File: src/rtl/mlp_result_sequencer.sv
// Serialises staggered per-channel MLP results into one ordered valid/ready stream
// with round framing, selectable scan direction and sticky overflow detection.
module mlp_result_sequencer #(
  parameter  int NUM_GROUPS        = 4,
  parameter  int RESULTS_PER_GROUP = 2,
  parameter  int DOUT_WIDTH        = 48,
  parameter  int SCAN_DESCENDING   = 1,
  localparam int NUM_CH            = NUM_GROUPS * RESULTS_PER_GROUP,
  localparam int IDX_W             = (NUM_CH > 1) ? $clog2(NUM_CH) : 1
) (
  input  logic                         i_clk,
  input  logic                         i_reset_n,
  input  logic [NUM_CH*DOUT_WIDTH-1:0] i_result,
  input  logic [NUM_CH-1:0]            i_result_valid,
  input  logic                         i_flush,
  output logic [DOUT_WIDTH-1:0]        o_dout,
  output logic                         o_valid,
  input  logic                         i_ready,
  output logic [IDX_W-1:0]             o_index,
  output logic                         o_last,
  output logic                         o_busy,
  output logic                         o_overflow,
  output logic [15:0]                  o_round_count
);

  localparam logic [IDX_W-1:0] LAST_IDX = IDX_W'(NUM_CH - 1);
  localparam logic [IDX_W-1:0] FIRST_CH = (SCAN_DESCENDING != 0) ? LAST_IDX : '0;
  localparam logic [IDX_W-1:0] FINAL_CH = (SCAN_DESCENDING != 0) ? '0 : LAST_IDX;

  typedef enum logic {ST_IDLE, ST_RUN} state_t;

  state_t                  state, state_nxt;
  logic [NUM_CH-1:0]       pending, pending_nxt, load_mask;
  logic [DOUT_WIDTH-1:0]   hold [NUM_CH];
  logic [IDX_W-1:0]        ptr, ptr_adv;
  logic                    load, is_final, ovf_hit;

  always_comb begin
    load      = pending[ptr] & (~o_valid | i_ready);
    is_final  = (ptr == FINAL_CH);
    load_mask = '0;
    if (load) load_mask[ptr] = 1'b1;
    // A strobe on the channel being loaded this edge refills it without overflow.
    ovf_hit     = |(i_result_valid & pending & ~load_mask);
    pending_nxt = (pending & ~load_mask) | i_result_valid;

    if (is_final)                  ptr_adv = FIRST_CH;
    else if (SCAN_DESCENDING != 0) ptr_adv = ptr - 1'b1;
    else                           ptr_adv = ptr + 1'b1;

    state_nxt = state;
    case (state)
      ST_IDLE: begin
        if (load && is_final && (pending_nxt == '0)) state_nxt = ST_IDLE;
        else if (|pending)                           state_nxt = ST_RUN;
      end
      ST_RUN: begin
        if (load && is_final && (pending_nxt == '0)) state_nxt = ST_IDLE;
      end
      default: state_nxt = ST_IDLE;
    endcase
  end

  always_ff @(posedge i_clk or negedge i_reset_n) begin
    if (!i_reset_n) begin
      state         <= ST_IDLE;
      pending       <= '0;
      ptr           <= FIRST_CH;
      o_valid       <= 1'b0;
      o_dout        <= '0;
      o_index       <= '0;
      o_last        <= 1'b0;
      o_overflow    <= 1'b0;
      o_round_count <= '0;
      for (int unsigned c = 0; c < NUM_CH; c++) hold[c] <= '0;
    end else if (i_flush) begin
      state      <= ST_IDLE;
      pending    <= '0;
      ptr        <= FIRST_CH;
      o_valid    <= 1'b0;
      o_overflow <= 1'b0;
    end else begin
      state   <= state_nxt;
      pending <= pending_nxt;
      if (ovf_hit) o_overflow <= 1'b1;
      for (int unsigned c = 0; c < NUM_CH; c++)
        if (i_result_valid[c]) hold[c] <= i_result[c*DOUT_WIDTH +: DOUT_WIDTH];
      if (load) begin
        o_dout  <= hold[ptr];
        o_index <= ptr;
        o_last  <= is_final;
        o_valid <= 1'b1;
        ptr     <= ptr_adv;
        if (is_final) o_round_count <= o_round_count + 16'd1;
      end else if (i_ready) begin
        o_valid <= 1'b0;
      end
    end
  end

  assign o_busy = (state == ST_RUN);

endmodule

File: config.mk
export PLATFORM = sky130hd
export DESIGN_NAME = mlp_result_sequencer
export DESIGN_NICKNAME = d
export VERILOG_FILES = /design/src/rtl/mlp_result_sequencer.sv
export SDC_FILE = /design/constraint.sdc
export NUM_CORES = 1
export LEC_CHECK = 0
export CAP_MARGIN = 20
export CORE_AREA = 2 2 252 279
export DETAILED_ROUTE_END_ITERATION = 6
export DIE_AREA = 0 0 254 281
export HOLD_SLACK_MARGIN = 0.12
export PLACE_DENSITY = 0.49
export SYNTH_ARGS = -nofsm -noshare
export SYNTH_HDL_FRONTEND = slang
export SYNTH_SLANG_ARGS = --single-unit
File: constraint.sdc
create_clock -name i_clk -period 2.7 [get_ports i_clk]
set_input_delay 0.54 -clock i_clk [delete_from_list [all_inputs] [get_ports i_clk]]
set_output_delay 0.54 -clock i_clk [all_outputs]
set_load 0.01 [all_outputs]
Word-level counts from Yosys, hierarchy flattened
Index checks and enable logic that the tools add are counted.

operators by class
  $add $sub $neg = 2
  reduce and logical (&&, ||, !) cells = 20
  bitwise logic cells = 11
  multiplexer cells = 22
  order comparisons = 3

operators with widths
  kind                                                                                 count
  48-bit binary-select mux with 3-bit select                                           1
  48-bit 2-to-1 mux                                                                    2
  8-bit bitwise AND                                                                    3
  2-bit AND reduction                                                                  9
  16-bit by 1-bit adder with 16-bit output, second input constant                      1
  8-bit 2-to-1 mux                                                                     2
  8-bit OR reduction                                                                   2
  1-bit 2-to-1 mux                                                                     11
  3-bit 2-to-1 mux                                                                     3
  8-bit logical NOT                                                                    1
  8-bit inverter                                                                       1
  8-bit OR                                                                             1
  4-bit greater-or-equal comparator, second input constant                             1
  3-bit by 4-bit < comparator with 1-bit output, second input constant                 1
  3-bit inverter with 4-bit output                                                     1
  2-bit nonzero test                                                                   2
  1-bit binary-select mux with 3-bit select                                            1
  1-bit demux with 3-bit select                                                        1
  3-bit by 1-bit greater-or-equal comparator with 1-bit output, second input constant  1
  1-bit logical AND                                                                    3
  3-bit logical NOT                                                                    1
  1-bit inverter                                                                       3
  3-bit AND reduction                                                                  1
  3-bit nonzero test                                                                   1
  other kinds (4)                                                                      4

word-level totals
  output and inout bits = 71
  register bits = 466
  word-level logic and storage cells = 75

Depth between registers and ports, before layout
Gate-level depths: netlist of run 1.

  depth after elaboration = 13
  mapped depth = 9
  depth with buffers taken out = 7

Worst setup path before layout of run 1
Ideal clock, no wire load.

  path kind = flip-flop to flip-flop
  start = register ptr[0]
  end = register state, in the netlist o_busy
  setup time = 0.132 ns
  data required time = 2.568 ns
  arrival time = 2.177 ns
  stages on the path, launching flop included = 10
  setup slack = 0.391 ns
  buffers on the path = 2
  cell sequence = dfstp_2 > buf_6 > inv_1 > clkbuf_1 > ha_1 > nand2b_1 > a2111o_1 > a2111oi_0 > nor4b_1 > a31oi_1

between the ends
  word-level cells in the longest chain between the ends = 13
  elaborated cells on any way between the ends = 20
  those cells by class = order compare: 2; mux: 9; bitwise: 4; reduce/logical: 5

ends and longest elaborated chain
  element                                                                                                                                                     line    source
  from (decl)                                                                                                                                                 35      logic [IDX_W-1:0] ptr, ptr_adv;
  from (signal assigned)                                                                                                                                      93      ptr <= ptr_adv;
  3-bit by 4-bit < comparator with 1-bit output (not written as such) / 3-bit by 1-bit greater-or-equal comparator with 1-bit output (equally long branches)  42      if (load) load_mask[ptr] = 1'b1;
  1-bit logical AND (not written as such)                                                                                                                     42
  1-bit 2-to-1 mux (not written as such)                                                                                                                      42
  1-bit demux with 3-bit select                                                                                                                               42
  8-bit 2-to-1 mux                                                                                                                                            42
  8-bit inverter                                                                                                                                              45      pending_nxt = (pending & ~load_mask) | i_result_valid;
  8-bit bitwise AND                                                                                                                                           45
  8-bit OR                                                                                                                                                    45
  8-bit logical NOT                                                                                                                                           54, 58
  1-bit logical AND (*)                                                                                                                                       54, 58
  1-bit 2-to-1 mux, on equally long branches                                                                                                                  58, 54
  1-bit one-hot mux with 2 select lines (*)                                                                                                                   52      case (state)
  1-bit 2-to-1 mux (*)                                                                                                                                        76      end else if (i_flush) begin
  to (signal assigned)                                                                                                                                        83      state <= state_nxt;
  to (decl)                                                                                                                                                   32      state_t state, state_nxt;

Mark *: on every way between the ends. The rest lies on a longest branch, timed or not. The select of a mux whose other input is x is not followed.
A chain may end at the register's enable or synchronous reset.

Worst setup path after layout of run 1
  start = register ptr[2]
  end = register o_dout[26]

between the ends
  word-level cells in the longest chain between the ends = 4
  elaborated cells on any way between the ends = 8
  those cells by class = mux: 5; bitwise: 2; reduce/logical: 1

ends and longest elaborated chain
  element                                                                                                      line    source
  1-bit binary-select mux with 3-bit select / 3-bit inverter with 4-bit output (equally long branches)         39, 89
  1-bit 2-to-1 mux (not written as such) / 48-bit binary-select mux with 3-bit select (equally long branches)  39, 89
  1-bit bitwise AND / 48-bit 2-to-1 mux (equally long branches)                                                39, 89
  2-bit AND reduction (no line) / 48-bit 2-to-1 mux (equally long branches)                                    --
  to (signal assigned)                                                                                         89      o_dout <= hold[ptr];
  to (decl)                                                                                                    16      output logic [DOUT_WIDTH-1:0] o_dout,

Parallel ways exist; a longest one is shown, timed or not. The select of a mux whose other input is x is not followed.

==> summary.md, run 1 <==
| Metric | Value |
|---|---|
| Root Driver | `clkbuf_16` |
| Clock skew | `0.0176 ns` |
| Top Metal Used | `met5` |
| Worst path top cell family by delay | `flip-flops` |
| Status | `completed` |
| Full die area | `71400 um^2` |
| Port Buffer Count | `466` |
| Yosys Warn Count | `0` |
| Sequential-to-total area share from yosys stat | `57.3%` |
| Cell Chain, Critical Path | `and3b_2, and2_4, o41ai_4, buf_12, nor2_4, buf_12, mux2_4` |
| Max IR drop VDD | `about 0.4 mV` |
| Max clock buf depth | `3` |
| Multi-input gate area | `8270 um^2` |
| WHS | `0.483 ns` |
| CP max stage cell | `dfstp_4` |
| WS Path Type | `reg -> reg` |
| Net Sw Power | `between 7 and 8 mW` |
| Pwr Density | `830 nW/um^2` |
| CP arrival | `3.07 ns` |
| Final slew viol count | `0` |
| FF-to-FF End | `o_dout[26]` |
| R2r startpoint | `ptr[2]` |
| Clk_lat worst skew | `~0.60 ns` |
| Pre-CTS WS | `-0.0531 ns` |
| Met2 WL | `just under 40 mm` |
| Cell variety after synth | `63` |
| Worst path most repeated cell | `buf_12` |
| Post-DP HPWL | `53.6 mm` |
| RePlAce Congestion | `0.852` |
| First-pass GRT wire length | `112 mm` |
| Worst setup SP type | `register` |
| Worst hold path class | `in -> async` |
| DR pass1 iterations | `5` |
| Vias per cell | `5.01` |
| Initial antenna violation count | `23` |
| Die Y | `about 280 um` |
| Logic gate share of total power | `~28%` |
| Fin area | `roughly 29000 um^2` |
| Final TNS setup | `0 ns` |
| FF+latch count, synth | `466` |
| Final Hold Fails | `0` |
| 1st-iter DRT viols | `799` |
| Setup violators final | `0` |
| Most common cell after layout, fill and taps aside | `clkdlybuf4s50_1` |
| Worst setup path endpoint | `o_dout[26]` |
| F_max | `386 MHz` |
| Top-Level Pins | `467` |
| DRC viols | `0` |
| Slew margin rel. | `45.6%` |
| GRT Util Overall | `21.7%` |
| CTS tree | `yes` |
| WL met1 | `between 30 and 40 mm` |
| Setup Buffers After CTS | `0` |
| Max Cap Viol | `0` |
| Num Clock Sinks | `about 470` |
| Sw Ratio | `29.7%` |
| Buf/Inv on CP | `2` |
| Final Util | `41.6%` |
| Initial core utilization | `29.7%` |
| Metal3 WL | `4.82 mm` |
| Mean post-synth cell area | `between 10 and 15 um^2` |
| Crit path required time | `~3.2 ns` |
| Pin count of the biggest net entering global routing | `67` |
| Async SR Flop Fraction | `100%` |
| Final antenna-violating net count | `0` |
| Grt total ovfl | `0` |
| Row Count | `101` |
| EDFF count, synth | `0` |
| Lkg Pwr | `11.7 nW` |
| Cell Area, Synth | `20400 um^2` |
| H-tree levels | `2` |
| Syn nets | `1854` |
| Worst setup EP type | `register` |
| Reg area | `11700 um^2` |
| Crit path from | `ptr[2]` |
| R2R cell count | `7` |
| Total power | `23.7 mW` |
| CP peak stage delay | `0.74 ns` |
| P&R area growth vs syn | `40.1%` |
| Core area | `~70000 um^2` |
| Total CTS buffers | `54` |
| RSZ-0062 raised after global routing | `no` |
| Internal power | `~17 mW` |
| Routed WL per cell | `26.8 um` |
| Vias in the first global route | `16112` |
| Critical path depth | `7` |
| Placement Cell Area | `26500 um^2` |
| Clk network pwr share | `33.6%` |
| Worst-path clk slew | `approximately 0.060 ns` |
| Non-Filler Instances | `2919` |
| NumNets Final | `2336` |
| Final min period | `2.59 ns` |
| Most frequent cells in the layout | `clkdlybuf4s50_1 (464), dfrtp_1 (463), mux2_2 (408)` |
| Placed Cells | `2807` |
| Fillers | `6484` |
| Total Wirelength | `78.2 mm` |
| Worst setup margin | `around 0.11 ns` |
| Die width | `254 um` |
| Flop2flop setup slack | `0.11 ns` |
| Cells after Synth | `1455` |
| Most used flip-flop cell after synthesis | `dfrtp_1` |
| Measured slew at the worst slew-check pin | `approximately 0.82 ns` |
| Share of cells above drive strength 1 | `31.3%` |
| Peak fanout along the critical path | `24` |
| Sequential power share | `a little under two fifths` |
| Via count | `14613` |
| Fin crit share | `95.9%` |
==> power by group through the flow <==
stage	clock, mW	sequential, mW	combinational (mW)
6_report	7.96	9.08	6.63
5_1_grt	8.46	9.24	7.08
4_1_cts	8.17	9.09	6.72
3_5_place_dp	0	9.20	6.70
3_3_place_gp	0	9.19	6.60
2_1_floorplan	0	9.06	3.39
==> repair_timing <==
| action | CTS | global route |
|---|---|---|
| setup endpoints to repair | 0 | 1 |
| hold buffers | 1 | 0 |
| gates resized for setup | 0 | 1 |
| endpoints found under the hold margin | 48 | 0 |
==> synthesized netlist by cell type, types with 4 or more instances <==
library cell / number / area share (%)
buf_6: 8 / 0.44
xor2_1: 14 / 0.60
buf_1: 36 / 0.66
o221ai_1: 4 / 0.17
dfrtp_1: 463 / 57
nor4_1: 12 / 0.37
o211ai_1: 14 / 0.52
nand2_1: 20 / 0.37
o21ai_0: 43 / 1.1
nor2_1: 27 / 0.50
a221o_1: 6 / 0.30
buf_2: 16 / 0.39
a22oi_1: 111 / 4.1
nor2b_1: 11 / 0.34
a21oi_1: 12 / 0.30
nand4_1: 29 / 0.89
a222oi_1: 9 / 0.44
inv_1: 4 / 0.074
mux2i_1: 35 / 1.7
o2bb2ai_1: 5 / 0.22
a221oi_1: 13 / 0.56
nand2b_1: 4 / 0.12
nand3_1: 18 / 0.44
mux2_4: 30 / 2.2
nor3_1: 4 / 0.098
mux2_2: 408 / 23
clkbuf_1: 44 / 0.81
==> kinds of logic after synthesis <==
logic type               count (synthesis)  synth area share, %
AND/OR/NAND/NOR                        147                 4.06
adder cells (fa/ha/maj)                  3                0.184
flip-flops                             466                 57.3
buffers and inverters                  111                 2.47
AO/OA/AOI/OAI                          239                 8.70
multiplexers                           474                 26.6
XOR/XNOR                                15                0.646
==> worst reg2reg max path: stages, from the launching register on <==
cell and delay (ns):
dfstp_4 0.74, and3b_2 0.27, and2_4 0.17, o41ai_4 0.39, buf_12 0.24, nor2_4 0.07, buf_12 0.24, mux2_4 0.34
==> sequential cells by signal (all words and copies together), names as in the netlist, 3 cells and up <==
register and count:
hold 384, o_dout 48, o_round_count 16, pending 8, o_index 3, ptr 3
==> cell type report <==
| class | count | area share [%] |
|---|---|---|
| antenna | 13 | 0.114 |
| sequential | 466 | 40.9 |
| clock inverter | 19 | 1.18 |
| timing repair buffer | 532 | 19.1 |
| tap | 927 | 4.07 |
| inverter | 5 | 0.0658 |
| clock buffer | 79 | 5.56 |
| multi-input combinational | 878 | 29.0 |
==> how the worst min path moves through the flow <==
stage,startpoint,end,cells after the start
global placement,o_round_count[15],o_round_count[15],1
detailed placement,o_round_count[15],o_round_count[15],1
global route,o_round_count[15],o_round_count[15],1
finish,i_reset_n,hold[107],2
floorplan,i_reset_n,hold[0],0
CTS,o_round_count[15],o_round_count[15],1
==> routing by layer <==
layer | track usage, % | vias up
li1 | - | 6431
met1 | 26.9 | 7599
met2 | 37.0 | 422
met3 | 5.25 | 137
met4 | 7.21 | 24
met5 | 0 | -
(Power assumes the default switching activity.)
==> run 2: changes to the inputs <==
--- a/config.mk
+++ b/config.mk
@@ -10,7 +10,6 @@
 export DETAILED_ROUTE_END_ITERATION = 6
 export DIE_AREA = 0 0 254 281
 export HOLD_SLACK_MARGIN = 0.12
-export PLACE_DENSITY = 0.49
 export SYNTH_ARGS = -nofsm -noshare
 export SYNTH_HDL_FRONTEND = slang
 export SYNTH_SLANG_ARGS = --single-unit
==> run 2 against run 1 <==
Against the previous run: cell count is essentially flat; wire length shrank 2.0%; largest cell class unchanged; flip-flop and latch count is the same; critical path type unchanged; hold slack lost 0.015 ns; largest power group unchanged; critical path depth shrank 1.
==> summary.md, run 2 (same netlist as run 1, synthesis figures left out) <==
| Metric | Value |
|---|---|
| Flop2flop setup slack | `0.08 ns (-0.03 ns)` |
| Final antenna-violating net count | `0 (unchanged)` |
| Clk_lat worst skew | `0.60 ns (about the same)` |
| Most flops, register | `hold` |
| NumNets Final | `2341 (+0.21%)` |
| Root Driver | `clkbuf_16` |
| Initial antenna violation count | `16 (-30%)` |
| CP arrival | `3.07 ns (about the same)` |
| Max clock buf depth | `3 (unchanged)` |
| Num Clock Sinks | `466 (unchanged)` |
| Die width | `254 um (unchanged)` |
| Net Sw Power | `7.11 mW (+1.0%)` |
| Pwr Density | `809 nW/um^2 (-2.6%)` |
| H-tree levels | `2 (unchanged)` |
| Largest registers | `hold (384), o_dout (48), o_round_count (16)` |
| Total CTS buffers | `51 (-5.6%)` |
| CP peak stage delay | `0.75 ns (about the same)` |
| Routed WL per cell | `26.3 um (-2.0%)` |
| Met2 WL | `38.0 mm (-2.9%)` |
| Internal power | `15.9 mW (-4.6%)` |
| Status | `completed` |
| Number of flip-flops in the largest register | `384 (unchanged)` |
| Top-Level Pins | `467 (unchanged)` |
| Row Count | `101 (unchanged)` |
| R2R cell count | `6 (-1)` |
| Vias in the first global route | `16222 (+0.68%)` |
| Final slew viol count | `0 (unchanged)` |
| Max IR drop VDD | `0.410 mV (+2.8%)` |
| Cell Chain, Critical Path | `nand2b_1, buf_4, a2111o_1, a2111oi_0, nor4b_1, a31oi_1` |
| Final TNS setup | `0 ns (unchanged)` |
| Final min period | `2.62 ns (+0.0347 ns)` |
| DRC viols | `0 (unchanged)` |
| Total power | `23.0 mW (-2.9%)` |
| Fillers | `6407 (-1.2%)` |
| Sequential power share | `39.6% (+1.2 points)` |
| Worst hold path class | `in -> async` |
| GRT Util Overall | `21.3% (-0.47 points)` |
| CP max stage cell | `dfstp_2` |
| Peak fanout along the critical path | `15 (-38%)` |
| Initial core utilization | `29.7% (unchanged)` |
| F_max | `381 MHz (-1.3%)` |
| Worst setup EP type | `register` |
| Share of cells above drive strength 1 | `31.7% (+0.39 points)` |
| Slew margin rel. | `46.4% (+0.87 points)` |
| Worst setup path endpoint | `o_busy` |
| RePlAce Congestion | `0.860 (+0.90%)` |
| Top Metal Used | `met5` |
| Full die area | `71400 um^2 (unchanged)` |
| Clk network pwr share | `30.9% (-2.7 points)` |
| R2r startpoint | `ptr[1]` |
| Multi-input gate area | `8270 um^2 (about the same)` |
| Reg area | `11700 um^2 (unchanged)` |
| Fin crit share | `97.2% (+1.3 points)` |
| 1st-iter DRT viols | `935 (+17%)` |
| Most common cell after layout, fill and taps aside | `clkdlybuf4s50_1` |
| Crit path required time | `3.15 ns (-0.03 ns)` |
| WL met1 | `31.4 mm (-2.1%)` |
| First-pass GRT wire length | `110 mm (-1.3%)` |
| Crit path from | `ptr[1]` |
| Most frequent cells in the layout | `clkdlybuf4s50_1 (464), dfrtp_1 (463), mux2_2 (408)` |
| Die Y | `281 um (unchanged)` |
| Sw Ratio | `31.0% (+1.2 points)` |
| Logic gate share of total power | `29.5% (+1.5 points)` |
| Post-DP HPWL | `52.8 mm (-1.5%)` |
| Pin count of the biggest net entering global routing | `70 (+4.5%)` |
| Metal3 WL | `4.76 mm (-1.2%)` |
| Worst setup SP type | `register` |
| Vias per cell | `5.15 (+2.9%)` |
| Max Cap Viol | `0 (unchanged)` |
| Setup violators final | `0 (unchanged)` |
| Worst setup margin | `0.0767 ns (-0.0347 ns)` |
| Core area | `68500 um^2 (unchanged)` |
| Grt total ovfl | `0 (unchanged)` |
| Via count | `15030 (+2.9%)` |
| Pre-CTS WS | `0.0320 ns (+0.0850 ns)` |
| DR pass1 iterations | `7 (+2)` |
| WS Path Type | `reg -> reg` |
| Measured slew at the worst slew-check pin | `0.804 ns (-0.0130 ns)` |
| Final Hold Fails | `0 (unchanged)` |
| Lkg Pwr | `11.7 nW (-0.19%)` |
| CTS tree | `yes` |
| P&R area growth vs syn | `39.6%` |
| Port Buffer Count | `466 (unchanged)` |
| Clock skew | `0.0248 ns (+0.00717 ns)` |
| RSZ-0062 raised after global routing | `no` |
| Total Wirelength | `76.6 mm (-2.0%)` |
| Worst-path clk slew | `0.06 ns (about the same)` |
| FF-to-FF End | `o_busy` |
run 2: cell type report:
type / count / share of cell area (%)
Sequential cell: 466 / 41.1
Clock inverter: 27 / 0.898
Tap cell: 927 / 4.08
Clock buffer: 67 / 4.98
Timing Repair Buffer: 540 / 19.7
Multi-Input combinational cell: 878 / 29.1
Antenna cell: 8 / 0.0705
Inverter: 5 / 0.0661
run 2: how the worst min path moves through the flow:
stage / depth (start not counted) / endpoint
3_5_place_dp: 1 / o_round_count[15]
5_1_grt: 1 / o_round_count[15]
4_1_cts: 2 / hold[203]
3_3_place_gp: 1 / o_round_count[15]
2_1_floorplan: 0 / hold[0]
6_report: 2 / hold[203]
run 2: timing repair:
item / CTS / global route
hold buffers: 1 / 0
buffers inserted: 0 / 0
setup endpoints to repair: 0 / 1
endpoints found under the hold margin: 49 / 0
gates resized for setup: 0 / 1
run 2: layer usage:
| layer | track usage [%] | vias up |
|---|---|---|
| met1 | 26.5 | 7852 |
| met5 | 0 | - |
| met3 | 4.49 | 143 |
| li1 | - | 6448 |
| met4 | 7.51 | 16 |
| met2 | 36.2 | 571 |
run 2: power by group through the flow:
| stage | combinational, mW | sequential, mW | clock (mW) |
|---|---|---|---|
| floorplan | 3.39 | 9.06 | 0 |
| global placement | 6.73 | 9.17 | 0 |
| detailed placement | 6.83 | 9.20 | 0 |
| CTS | 6.84 | 9.09 | 7.27 |
| global route | 7.22 | 9.24 | 7.57 |
| finish | 6.78 | 9.09 | 7.10 |
run 2: worst max-delay path: cells and delay by family, from the launching register on:
kind | cells | cell delay, ns
AO/OA/AOI/OAI | 3 | 1.03
AND/OR/NAND/NOR | 2 | 0.48
buffers and inverters | 1 | 0.21
flip-flops | 1 | 0.75
run 2: per-stage QoR:
stage	hold WS [ns]	utilization [%]	instances	cell area (um^2)
finish	0.468	41.5	2918	28400
global route	0.501	41.5	2917	28400
CTS	0.469	41.4	2910	28400
detailed placement	0.461	39.0	2815	26700
global placement	0.469	39.0	2815	26700
floorplan	0.244	-	1455	20400
==> run 3: changes to the inputs <==
--- a/config.mk
+++ b/config.mk
@@ -6,10 +6,12 @@
 export NUM_CORES = 1
 export LEC_CHECK = 0
 export CAP_MARGIN = 20
-export CORE_AREA = 2 2 252 279
+export CORE_AREA = 2 2 206 229
 export DETAILED_ROUTE_END_ITERATION = 6
-export DIE_AREA = 0 0 254 281
+export DIE_AREA = 0 0 208 231
 export HOLD_SLACK_MARGIN = 0.12
+export PLACE_DENSITY = 0.72
+export SLEW_MARGIN = 30
 export SYNTH_ARGS = -nofsm -noshare
 export SYNTH_HDL_FRONTEND = slang
 export SYNTH_SLANG_ARGS = --single-unit
==> run 3 against run 2 <==
Against the previous run: worst setup slack improved by 0.14 ns; power down 3.4%; design area is 2.3% lower; sequential share of layout area is 0.95 points higher; flip-flop and latch count unchanged; count of clock-buffer cells in the layout is 5 higher; first-iteration DRC count shrank 8.7%; register-to-register slack better by 0.14 ns; sequential power is essentially flat; global-route usage up 7.5 points; critical path type unchanged; highest routed layer unchanged.
==> summary.md, run 3 (same netlist as run 1, synthesis figures left out) <==
| Metric | Value |
|---|---|
| Row Count | `83 (-18%)` |
| End point of the worst hold path | `o_round_count[15]` |
| Setup violators final | `0 (unchanged)` |
| F_max | `402 MHz (+5.4%)` |
| FF-to-FF End | `o_overflow` |
| Pin count of the biggest net entering global routing | `62 (-11%)` |
| Port Buffer Count | `466 (unchanged)` |
| CP arrival | `2.92 ns (-0.15 ns)` |
| 1st-iter DRT viols | `854 (-8.7%)` |
| NumNets Final | `2338 (-0.13%)` |
| DR pass1 iterations | `5 (-2)` |
| Root Driver | `clkbuf_16` |
| First-pass GRT wire length | `103 mm (-6.8%)` |
| Measured slew at the worst slew-check pin | `0.945 ns (+0.142 ns)` |
| Full die area | `48000 um^2 (-33%)` |
| Most frequent cells in the layout | `clkdlybuf4s50_1 (464), dfrtp_1 (463), mux2_2 (408)` |
| GRT Util Overall | `28.8% (+7.5 points)` |
| Most flops, register | `hold` |
| Status | `completed` |
| Crit path required time | `3.13 ns (-0.02 ns)` |
| Hold Startpoint | `o_round_count[15]` |
| R2r startpoint | `ptr[0]` |
| Lkg Pwr | `11.6 nW (-1.0%)` |
| Max IR drop VDD | `0.461 mV (+12%)` |
| Final Util | `60.5% (+19 points)` |
| Setup Buffers After CTS | `0 (unchanged)` |
| P&R area growth vs syn | `36.5%` |
| Reg area | `11700 um^2 (unchanged)` |
| Vias per cell | `5.80 (+13%)` |
| Total power | `22.2 mW (-3.4%)` |
| Worst hold path class | `reg -> reg` |
| Num Clock Sinks | `466 (unchanged)` |
| Core area | `45900 um^2 (-33%)` |
| Clock skew | `0.0164 ns (-0.00841 ns)` |
| Post-DP HPWL | `47.1 mm (-11%)` |
| Worst setup SP type | `register` |
| Via count | `15011 (-0.13%)` |
| Slew margin rel. | `37.0% (-9.5 points)` |
| Grt total ovfl | `0 (unchanged)` |
| Worst setup margin | `0.212 ns (+0.135 ns)` |
| Placed Cells | `2482 (-12%)` |
| Top-Level Pins | `467 (unchanged)` |
| Fin crit share | `92.2% (-5.0 points)` |
| Vias in the first global route | `15966 (-1.6%)` |
| Initial antenna violation count | `18 (+2)` |
| CTS tree | `yes` |
| Multi-input gate area | `8270 um^2 (about the same)` |
| Flop2flop setup slack | `0.21 ns (+0.14 ns)` |
| Worst-path clk slew | `0.06 ns (about the same)` |
| RePlAce Congestion | `0.861 (+0.12%)` |
| Die width | `208 um (-18%)` |
| Most common cell after layout, fill and taps aside | `clkdlybuf4s50_1` |
| Routed WL per cell | `26.8 um (+2.2%)` |
| Worst setup EP type | `register` |
| Max Cap Viol | `0 (unchanged)` |
| Final min period | `2.49 ns (-0.135 ns)` |
| Fin area | `27800 um^2 (-2.3%)` |
| Fillers | `3609 (-44%)` |
| Peak fanout along the critical path | `27 (+12)` |
| Non-Filler Instances | `2588 (-11%)` |
| Worst Hold Depth | `1` |
| Share of cells above drive strength 1 | `31.1% (-0.61 points)` |
| Final TNS setup | `0 ns (unchanged)` |
| Clk_lat worst skew | `0.60 ns (about the same)` |
| Final slew viol count | `0 (unchanged)` |
| Final Hold Fails | `0 (unchanged)` |
| R2R cell count | `6 (unchanged)` |
| WHS | `0.474 ns (+0.00639 ns)` |
| Placement Cell Area | `26200 um^2 (-2.0%)` |
| Number of flip-flops in the largest register | `384 (unchanged)` |
| H-tree levels | `2 (unchanged)` |
| Total CTS buffers | `49 (-3.9%)` |
| Initial core utilization | `44.3% (+15 points)` |
| Final antenna-violating net count | `0 (unchanged)` |
| Pre-CTS WS | `0.188 ns (+0.156 ns)` |
| DRC viols | `0 (unchanged)` |
| Max clock buf depth | `3 (unchanged)` |
| Total Wirelength | `69.4 mm (-9.4%)` |
| Pwr Density | `799 nW/um^2 (-1.2%)` |
| Die Y | `231 um (-18%)` |
| RSZ-0062 raised after global routing | `no` |
| Largest registers | `hold (384), o_dout (48), o_round_count (16)` |
| WS Path Type | `reg -> reg` |
==> run 3: timing repair <==
item                                   CTS  global route
endpoints found under the hold margin   47             0
resized for setup                        0             0
hold buffers                             1             0
==> run 3: layout make-up <==
type | instances | area share, %
sequential | 466 | 42.0
clock buffer | 72 | 5.01
clock inverter | 17 | 0.523
antenna | 16 | 0.144
multi-input combinational | 878 | 29.8
inverter | 5 | 0.0676
timing repair buffer | 539 | 19.8
tap | 595 | 2.68
==> run 3: worst max path at each step <==
| stage | to | depth (start not counted) | startpoint |
|---|---|---|---|
| after global routing | o_busy | 6 | ptr[0] |
| after global placement | o_dout[1] | 7 | i_ready |
| final | o_overflow | 6 | ptr[0] |
| after floorplan | o_busy | 9 | ptr[0] |
| after detailed placement | o_overflow | 6 | i_ready |
| after CTS | o_overflow | 6 | ptr[0] |
==> run 3: power breakdown <==
group / internal [mW] / switching, mW
Clock: 3.68 / 2.84
Combinational: 3.45 / 3.11
Sequential: 8.27 / 0.830
==> run 3: layer usage <==
layer	vias to the layer above	track usage [%]	wire length, um
li1	6433	-	-
met1	7819	37.2	28400
met2	604	47.0	33700
met3	147	6.57	4850
met4	8	11.3	2420
met5	-	0	50
==> run 3: worst max-delay path, stage by stage (launching register included) <==
cell      delay [ns]
dfstp_2         0.72
and3b_2         0.25
buf_4           0.46
a21oi_1         0.14
a2111o_1        0.37
a221oi_1        0.22
o221ai_1        0.16
